### src/rtl/alu_result_skid.sv
// -----------------------------------------------------------------------------
// alu_result_skid
//   Registered output stage behind the combinational ALU. Each beat carries the
//   ALU result (y, zero) and a destination tag, and moves under a valid/ready
//   handshake. A two-entry skid buffer (main + skid register) gives one beat per
//   cycle while keeping in_ready a pure register output. The stage also counts
//   accepted results and zero results, and latches a sticky error when the
//   ALU zero flag disagrees with the result value.
//
// Ports
//   clk, rst                       clock, asynchronous active-high reset
//   in_valid/in_ready              upstream handshake (in_ready registered)
//   in_y, in_zero, in_tag          incoming beat
//   out_valid/out_ready            downstream handshake (out_valid registered)
//   out_y, out_zero, out_tag       registered beat (main register)
//   cnt_clr                        synchronous clear of counters and err_zero
//   accept_cnt                     accepted beats, wraps
//   zero_cnt                       accepted beats with in_zero=1, saturates
//   err_zero                       sticky zero-flag inconsistency
// -----------------------------------------------------------------------------
module alu_result_skid #(
   parameter int WIDTH = 32,
   parameter int TAG_W = 5,
   parameter int CNT_W = 16
) (
   input  logic             clk,
   input  logic             rst,
   input  logic             in_valid,
   output logic             in_ready,
   input  logic [WIDTH-1:0] in_y,
   input  logic             in_zero,
   input  logic [TAG_W-1:0] in_tag,
   output logic             out_valid,
   input  logic             out_ready,
   output logic [WIDTH-1:0] out_y,
   output logic             out_zero,
   output logic [TAG_W-1:0] out_tag,
   input  logic             cnt_clr,
   output logic [CNT_W-1:0] accept_cnt,
   output logic [CNT_W-1:0] zero_cnt,
   output logic             err_zero
);

   typedef struct packed {
      logic [WIDTH-1:0] y;
      logic             zero;
      logic [TAG_W-1:0] tag;
   } beat_t;

   typedef enum logic [1:0] {
      EMPTY = 2'd0,
      ONE   = 2'd1,
      FULL  = 2'd2
   } state_t;

   state_t state, state_nxt;
   beat_t  main_q, skid_q, in_beat;
   logic   in_fire, out_fire;
   logic   load_main_in, load_main_skid, load_skid;

   assign in_beat   = {in_y, in_zero, in_tag};
   assign out_valid = (state != EMPTY);
   assign in_fire   = in_valid & in_ready;
   assign out_fire  = out_valid & out_ready;

   assign out_y     = main_q.y;
   assign out_zero  = main_q.zero;
   assign out_tag   = main_q.tag;

   // ---------------------------------------------------------------------------
   // Next-state / register-load decode
   // ---------------------------------------------------------------------------
   always_comb begin
      state_nxt      = state;
      load_main_in   = 1'b0;
      load_main_skid = 1'b0;
      load_skid      = 1'b0;
      case (state)
         EMPTY: begin
            if (in_fire) begin
               state_nxt    = ONE;
               load_main_in = 1'b1;
            end
         end
         ONE: begin
            if (in_fire && out_fire) begin
               load_main_in = 1'b1;
            end else if (in_fire) begin
               // Downstream stalled: park the new beat behind the main entry.
               state_nxt = FULL;
               load_skid = 1'b1;
            end else if (out_fire) begin
               state_nxt = EMPTY;
            end
         end
         FULL: begin
            // in_ready is low here, so in_fire cannot occur.
            if (out_fire) begin
               state_nxt      = ONE;
               load_main_skid = 1'b1;
            end
         end
         default: state_nxt = EMPTY;
      endcase
   end

   // ---------------------------------------------------------------------------
   // State, registered in_ready and data registers
   // ---------------------------------------------------------------------------
   // in_ready is held low through reset and only rises on the first edge after
   // release, so it is not simply (state != FULL).
   always_ff @(posedge clk or posedge rst) begin
      if (rst) begin
         state    <= EMPTY;
         in_ready <= 1'b0;
         main_q   <= '0;
         skid_q   <= '0;
      end else begin
         state    <= state_nxt;
         in_ready <= (state_nxt != FULL);
         if (load_main_in) begin
            main_q <= in_beat;
         end else if (load_main_skid) begin
            main_q <= skid_q;
         end
         if (load_skid) begin
            skid_q <= in_beat;
         end
      end
   end

   // ---------------------------------------------------------------------------
   // Statistics; cnt_clr takes priority over a same-cycle accept
   // ---------------------------------------------------------------------------
   always_ff @(posedge clk or posedge rst) begin
      if (rst) begin
         accept_cnt <= '0;
         zero_cnt   <= '0;
         err_zero   <= 1'b0;
      end else if (cnt_clr) begin
         accept_cnt <= '0;
         zero_cnt   <= '0;
         err_zero   <= 1'b0;
      end else if (in_fire) begin
         accept_cnt <= accept_cnt + 1'b1;
         if (in_zero && (zero_cnt != {CNT_W{1'b1}})) begin
            zero_cnt <= zero_cnt + 1'b1;
         end
         if (in_zero != (in_y == {WIDTH{1'b0}})) begin
            err_zero <= 1'b1;
         end
      end
   end

endmodule

### config.mk
export PLATFORM = sky130hd
export DESIGN_NAME = alu_result_skid
export DESIGN_NICKNAME = d
export VERILOG_FILES = /design/src/rtl/alu_result_skid.sv
export SDC_FILE = /design/constraint.sdc
export NUM_CORES = 1
export LEC_CHECK = 0
export CORE_ASPECT_RATIO = 1.4
export CORE_MARGIN = 2
export CORE_UTILIZATION = 54
export CTS_CLUSTER_DIAMETER = 50
export CTS_CLUSTER_SIZE = 10
export DETAILED_ROUTE_END_ITERATION = 16
export PLACE_DENSITY_LB_ADDON = 0.08
export REMOVE_ABC_BUFFERS = 1
export SYNTH_ARGS = -nofsm -noshare
export SYNTH_HDL_FRONTEND = slang
export SYNTH_SLANG_ARGS = --single-unit
### constraint.sdc
create_clock -name clk -period 5.3 [get_ports clk]
set_input_delay 0.795 -clock clk [delete_from_list [all_inputs] [get_ports clk]]
set_output_delay 0.795 -clock clk [all_outputs]
set_load 0.05 [all_outputs]
==> impl_summary.md, run 1 <==
Status
The run finished with clean final reports.

Synth
The cell count after synthesis came out at 426. In the post-synthesis netlist, the biggest area contributors are sky130_fd_sc_hd__dfrtp_1, sky130_fd_sc_hd__mux2_2, sky130_fd_sc_hd__a22o_1. The post-synthesis register bit count is 112. The post-synthesis instance area is 5030 sq um. The post-synthesis async set-or-reset flop share is 100%. Ranked by instance count, the synthesized netlist is headed by sky130_fd_sc_hd__dfrtp_1, sky130_fd_sc_hd__mux2_2, sky130_fd_sc_hd__a21o_1, sky130_fd_sc_hd__a22o_1, sky130_fd_sc_hd__nand2_1. Dividing the synthesized area by the synthesized cell count gives 11.8 sq um.

The synthesized design devotes to its leading area cell type 55.7% of total area. The share of the yosys chip area belonging to registers is 55.7%. The most common cell in the synthesized netlist is sky130_fd_sc_hd__dfrtp_1. During synthesis, Yosys emitted a total of 0 warnings. The cell accounting for the most synthesized area is sky130_fd_sc_hd__dfrtp_1. The leading register cell type out of synthesis is sky130_fd_sc_hd__dfrtp_1. The synthesized design contains 0 enable-type register cells. The count of distinct cell types in the synthesized netlist is 43.

Job
The number of max-cap violations is 0.

Global routing
Entering global routing, the biggest net connects 82 pins. After global routing the overflow that remains totals 0. The via count of the first global-routing pass is 4,040.

The number of antenna violations at the first check in global routing is 0. Global routing consumed, over all layers together, 23.9% of the routing resources. The wire length of the first global-routing pass is 19,500 microns.

Clock tree
The root buffer selected by CTS is sky130_fd_sc_hd__clkbuf_16. Post-CTS timing repair inserted 0 buffers for setup. Post-CTS repair changed the size of 0 cells. The H-tree was split into 3 levels. The maximum root-to-sink buffer count is 2. The TritonCTS buffer count is 9.

After clock tree synthesis, the clock-pin slew on the worst setup and hold paths is 0.07 ns. The number of clock sinks is 112. TritonCTS built the clock tree. The post-cts hold buffer count is 0. At the later pin of the worst-skew pair, clock insertion delay measures 0.34 ns.

STA
At the pin with the least slew margin, the transition time is 1.12 ns. Subtracting the final worst setup slack from the clock period gives 2.88 ns. Setup total negative slack on the finished layout was measured at 0 ns. The highest clock rate is 0.347 GHz. Measured against its own limit, the worst slew margin works out to 24.9%. The final number of hold-violating endpoints was 0. Of the available clock period, the critical path in the final layout requires 54.4%.

The final count of pins violating max slew is 0. Once routing completed, OpenROAD measured the worst setup slack at 2.42 ns. Setup repair after global routing left no endpoint under its margin. Setup violations remaining at the end of the flow were counted as 0. The worst-case clock skew is 0.00569 ns.

Die
116 I/O pins were placed. The x dimension of the die is 85.6 microns. The floorplan has 41 rows. The die outline area is 10,100 sq um.

The starting utilization of the core area is 55.8%. Measured along the y axis, the die boundary spans 118 microns. In this run the standard cell core region covers 9030 sq um.

Place
The worst slack after detailed placement is 2.06 ns. The last weighted congestion value of the routability-driven placer is 0.799. The count of buffers from port buffering is 115. The wire-length estimate of the detail-placed layout is 7720 microns. Counting tap cells, the placed design contains a total of 630 instances.

Routing
The pre-antenna-repair detailed-routing pass consisted of 5 iterations. The wire length per cell is 17.8 microns. In the routed layout, each cell is associated on average with a via count of 6.05. The DRC violation total after the first TritonRoute iteration is 273.

After detailed routing, the number of remaining DRC violations is 0. The remaining antenna violation count after routing is 0. The total number of vias is 3,906. The final routed wirelength across all metal layers is 11,500 microns.

Critical path
The setup path with the least slack is of type in -> reg. The worst setup path is launched from an input port. Data on the critical path arrives at its endpoint at 3.17 ns.

The worst setup path is captured at a flip-flop. The data required time at the worst endpoint is 5.59 ns. The maximum net fanout on the critical path is 24.

Cells and area
The area growth from synthesis to layout is 30.4%. The area of the multi-input gates is 2140 sq um. After filler insertion, the fill cell instance count of the layout stands at 653.

The fraction of final layout cells sized beyond drive strength 1 is 14.5%. The repair_antennas step left the layout with diodes totalling 0. After the last flow step, the layout net total stands at 579. For this run, the number of standard cells in the final layout without fillers is 646. The area of all sequential standard cells is 2800 sq um.

Pwr
The leakage power total is 2.88 nW. IR analysis of the VDD net gives a maximum drop of 0.381 mV. The post-route total power is 3.35 mW. The power per unit of standard cell area is 510 nW/um^2.

Min path
The worst hold path belongs to the class reg -> reg.
## flip-flops by register name (all words and copies together) (netlist names)
name        cells
skid_q         38
out_y          32
accept_cnt     16
zero_cnt       16
out_tag         5
state           2
err_zero        1
in_ready        1
out_zero        1
## where the power goes
group / switching (mW) / total (mW) / internal, mW
Combinational: 0.822 / 1.37 / 0.550
Clock: 0.306 / 0.638 / 0.333
Sequential: 0.189 / 1.34 / 1.15
Total: 1.32 / 3.35 / 2.04
## cell families after synthesis
| family | after synthesis | share of synthesized area, % |
|---|---|---|
| buffers and inverters | 28 | 2.29 |
| and+or+nand+nor | 116 | 13.1 |
| DFF | 112 | 55.7 |
| adders and majority gates | 2 | 0.497 |
| AOI/OAI and AO/OA | 114 | 16.9 |
| muxes | 45 | 9.99 |
| xor gates and xnor gates | 9 | 1.57 |
## stage by stage
| stage | utilization, % | area, sq um | hold slack [ns] |
|---|---|---|---|
| global placement | 69.6 | 6280 | 0.461 |
| CTS | 72.7 | 6570 | 0.481 |
| finish | 72.7 | 6570 | 0.483 |
| global route | 72.7 | 6570 | 0.505 |
| floorplan | - | 4940 | 0.481 |
| detailed placement | 69.6 | 6280 | 0.464 |
## path summary, 6_finish.rpt
| kind | from | end | slack (ns) | cells after the start |
|---|---|---|---|---|
| worst min register to register | out_y[11] | out_y[11] | 0.48 | 1 |
| worst min-delay path | out_y[11] | out_y[11] | 0.48 | 1 |
| max in group asynchronous | rst | out_y[31] | 3.25 | 3 |
| min in group asynchronous | rst | out_y[9] | 1.03 | 2 |
| worst max-delay path | in_valid | out_y[30] | 2.42 | 6 |
| worst max register to register | in_ready | out_y[30] | 3.00 | 5 |
## layer usage
metal	share of wire, %	vias up	track usage [%]	wire (microns)
met5	0	-	0	0
met4	2.2	0	10.0	254
met3	4.7	23	4.26	543
met2	52	123	40.1	5950
met1	41	1952	30.1	4720
li1	-	1808	-	-
## layout by cell type, fill, tap and decap left out, drive strengths merged, types with 6 or more instances in the layout
cell	instances
mux2	42
nand3	10
xor2	6
o21ai	8
or3	10
clkdlybuf4s50	115
nand2	21
nand4	11
dfrtp	112
a22o	37
a21oi	16
a21o	37
nor2	20
nor4	14
clkbuf	10
## worst max-delay path, stage by stage
cell                              delay [ns]
sky130_fd_sc_hd__clkdlybuf4s50_1        0.57
sky130_fd_sc_hd__nand2_1                0.17
sky130_fd_sc_hd__nor3b_2                0.92
sky130_fd_sc_hd__buf_4                  0.44
sky130_fd_sc_hd__a22o_1                 0.19
sky130_fd_sc_hd__a21o_1                 0.08
## area by class of cell
type / instances / area share [%]
Tap cell: 107 / 2.04
Sequential cell: 112 / 42.7
Clock inverter: 6 / 0.686
Clock buffer: 10 / 3.64
Multi-Input combinational cell: 286 / 32.5
Inverter: 5 / 0.324
Timing Repair Buffer: 120 / 18.1
Note: power is estimated with default switching activity, not from simulation.
==> run 2, diff against run 1 <==
- CORE_UTILIZATION: 54 -> 50
- clock period: 5.3 -> 3 ns (I/O delays scaled with it)
==> impl_summary.md, run 2 (synthesized netlist as in run 1, its figures left out) <==
Status
The run finished with clean final reports.

Clock tree
The clock transition time at the flip-flop clock pins of the worst setup and hold paths is 0.07 ns (about the same). The maximum root-to-sink buffer count came to 2 (unchanged). The clock network latency to the later pin of the worst-skew pair is 0.34 ns (about the same). The TritonCTS buffer count is 9 (unchanged).

The TritonCTS clock tree is yes. The post-cts hold buffer count is 0 (unchanged). The number of gates resized after cts is 0 (unchanged). The number of clock sinks is 112 (unchanged). The root buffer cell chosen for the clock tree is sky130_fd_sc_hd__clkbuf_16. The buffer count from post-CTS setup fixing is 0 (unchanged). The number of levels the H-tree was split into came to 3 (unchanged).

Pwr
The clock group share of total power is 21.0% (+2.0 points). The internal portion of total power is 3.76 mW (+85%). The leakage power total came to 2.92 nW (+1.3%). The power per unit of standard cell area is 909 nW/um^2 (+78%). The combinational cell fraction of total power is 40.2% (-0.7 points). The peak supply drop was 0.644 mV (+69%). The register share of total power is 38.8% (-1.2 points). The net load switching power is 2.31 mW (+76%).

The switching share of power is 38.1% (-1.2 points).

Global routing
The met2 usage in global routing is 37.9% (-2.3 points). The pin count of the biggest net entering global routing is 113 (+38%). The most crowded layer after global routing is met2.

The routing usage on met3 is 5.85% (+1.6 points). The via count of the first global-routing pass is 3,904 (-3.4%). The number of antenna violations at the first check in global routing is 0 (unchanged).

The overall overflow remaining after global route is 0 (unchanged). The global-route met1 utilization came to 26.8% (-3.3 points). The wire length of the first global-routing pass came to 18,600 microns (-4.7%). The global router's overall resource usage was 22.1% (-1.8 points).

STA
The final number of setup-violating endpoints is 0 (unchanged). Setup repair after global routing left no endpoint under its margin. The worst path uses 76.4% of the clock period. The worst-case clock skew is 0.00604 ns (+0.000348 ns). The worst hold slack was 0.475 ns (-0.00748 ns). The accumulated negative setup slack was 0 ns (unchanged).

The final count of pins violating max slew is 0 (unchanged). The highest clock rate is 0.436 GHz. For the finished layout, the period the worst path requires is 2.29 ns. The final number of hold-violating endpoints is 0 (unchanged). The worst slew margin relative to its limit is 43.9% (+19 points). The worst-margin pin slew is 0.833 ns (-0.289 ns).

Cells and area
The area of the multi-input gates is 2140 sq um (unchanged). The final antenna diode count came to 0 (unchanged). The number of flip-flops in the largest register came to 38 (unchanged). The number of inserted filler cells in the final layout was 775 (+19%). The library cell used most frequently in the layout, excluding fill and tap cells, is sky130_fd_sc_hd__clkdlybuf4s50_1. The area of all sequential standard cells is 2800 sq um (unchanged). The share of the core filled with cells is 67.8% (-4.9 points). The design area is 6680 sq um (+1.7%). The fraction of final layout cells sized beyond drive strength 1 is 14.6% (+0.13 points). The register containing the most flip-flops in the final layout is skid_q. Relative to the synthesized area, the layout overhead comes to 32.7%. In the layout the commonest cells are sky130_fd_sc_hd__clkdlybuf4s50_1, sky130_fd_sc_hd__dfrtp_1, sky130_fd_sc_hd__mux2_2, sky130_fd_sc_hd__a22o_1, sky130_fd_sc_hd__a21o_1.

The net count reported at finish is 581 (+0.35%).

Critical path
The maximum net fanout on the critical path is 8 (-67%). The most critical setup path has its startpoint at state[1]. The critical path in this run is classified as reg -> out. The slack of the worst reg-to-reg path was 0.93 ns (-2.07 ns). The slowest stage of the critical path belongs to the cell sky130_fd_sc_hd__clkdlybuf4s50_1.

The worst path arrival time is 1.84 ns (-1.33 ns). The number of buffer and inverter instances along the worst setup path is 1 (-1). Traced cell by cell, the critical path runs through or2_2 > clkdlybuf4s50_1.

The worst register-to-register path ends at zero_cnt[12]. The start of the worst register-to-register path is zero_cnt[0]. The gate family responsible for the most delay along the worst path is buffers and inverters. The capture point of the critical path is out_valid. The nature of the critical path startpoint is a flip-flop. The path length in cells of the critical path was 2 (-4). The data required time at the worst endpoint is 2.55 ns (-3.04 ns). The worst-case reg-to-reg path depth is 5 (unchanged). The critical path endpoint category is an output pin. The largest stage delay on the critical path is 0.72 ns (-0.20 ns).

Routing
The total number of vias is 3,909 (+0.077%). The DRC violation total after the first TritonRoute iteration is 192 (-30%). The number of remaining DRC errors is 0 (unchanged). The remaining antenna violation count after routing is 0 (unchanged). The final routed wirelength across all metal layers is 11,600 microns (+1.2%). The average via count per standard cell was 5.78 (-4.4%). The number of optimization iterations in the first detailed-route pass is 4 (-1). The wire length per cell was 17.2 microns (-3.3%).

Die
The x dimension of the die is 88.8 microns (+3.7%). The number of top-level pins came to 116 (unchanged). The die outline area was 10,900 sq um (+7.7%). The core outline area came to 9850 sq um (+9.0%).

The starting utilization of the core area is 51.1% (-4.6 points). The die height is 123 microns (+3.8%). The placement row count was 43 (+4.9%).

Place
The total half-perimeter wirelength after legalization and detailed placement is 7920 microns (+2.6%). The area after detailed placement is 6360 sq um (+1.2%). The count of buffers from port buffering was 115 (unchanged). The last weighted congestion value of the routability-driven placer was 0.793 (-0.73%).

Job
The number of max-cap violations is 0 (unchanged).

Min path
The path class of the lowest-slack min-delay path is reg -> reg. The start point of the worst hold path is out_y[19].
## run 2: changes by cell type in the layout (fill, tap and decap cells not counted), sizes merged
cell      previous run  this run
clkinvlp             3         2
clkinv               3         1
bufinv               0         2
buf                  5         7
inv                  5         6
## run 2: layer usage
metal,share of wire [%],wire length (microns),vias up
met3,4.9,566,11
li1,-,-,1819
met4,1.5,175,0
met1,40,4690,1986
met5,0,0,-
met2,53,6180,93
## run 2: stage by stage
stage | std cells | setup slack, ns | power, mW
after floorplan | 403 | -1.80 | 3.96
after global placement | 660 | 0.659 | 4.78
after detailed placement | 660 | 0.605 | 4.84
after CTS | 676 | 0.679 | 6.14
after global routing | 676 | 0.653 | 6.37
final | 676 | 0.707 | 6.07
## run 2: cell type report
cell class,count,share of cell area (%)
clock buffer,10,3.43
multi-input combinational,286,32.0
timing repair buffer,122,18.4
clock inverter,6,1.39
tap,135,2.53
sequential,112,42.0
inverter,5,0.318
## run 2: power groups by stage
stage          logic, mW  registers (mW)  clock network (mW)
2_1_floorplan      0.749            3.21                   0
3_5_place_dp        2.46            2.38                   0
3_3_place_gp        2.43            2.36                   0
6_report            2.44            2.35                1.28
4_1_cts             2.47            2.36                1.31
5_1_grt             2.57            2.42                1.37
## run 2: worst min-delay path by stage
stage | cells past startpoint | slack (ns) | endpoint
after global routing | 1 | 0.50 | out_tag[2]
final | 1 | 0.48 | out_y[19]
after floorplan | 1 | 0.48 | skid_q[5]
after detailed placement | 1 | 0.46 | out_tag[3]
after CTS | 1 | 0.48 | out_y[19]
after global placement | 1 | 0.46 | out_y[3]
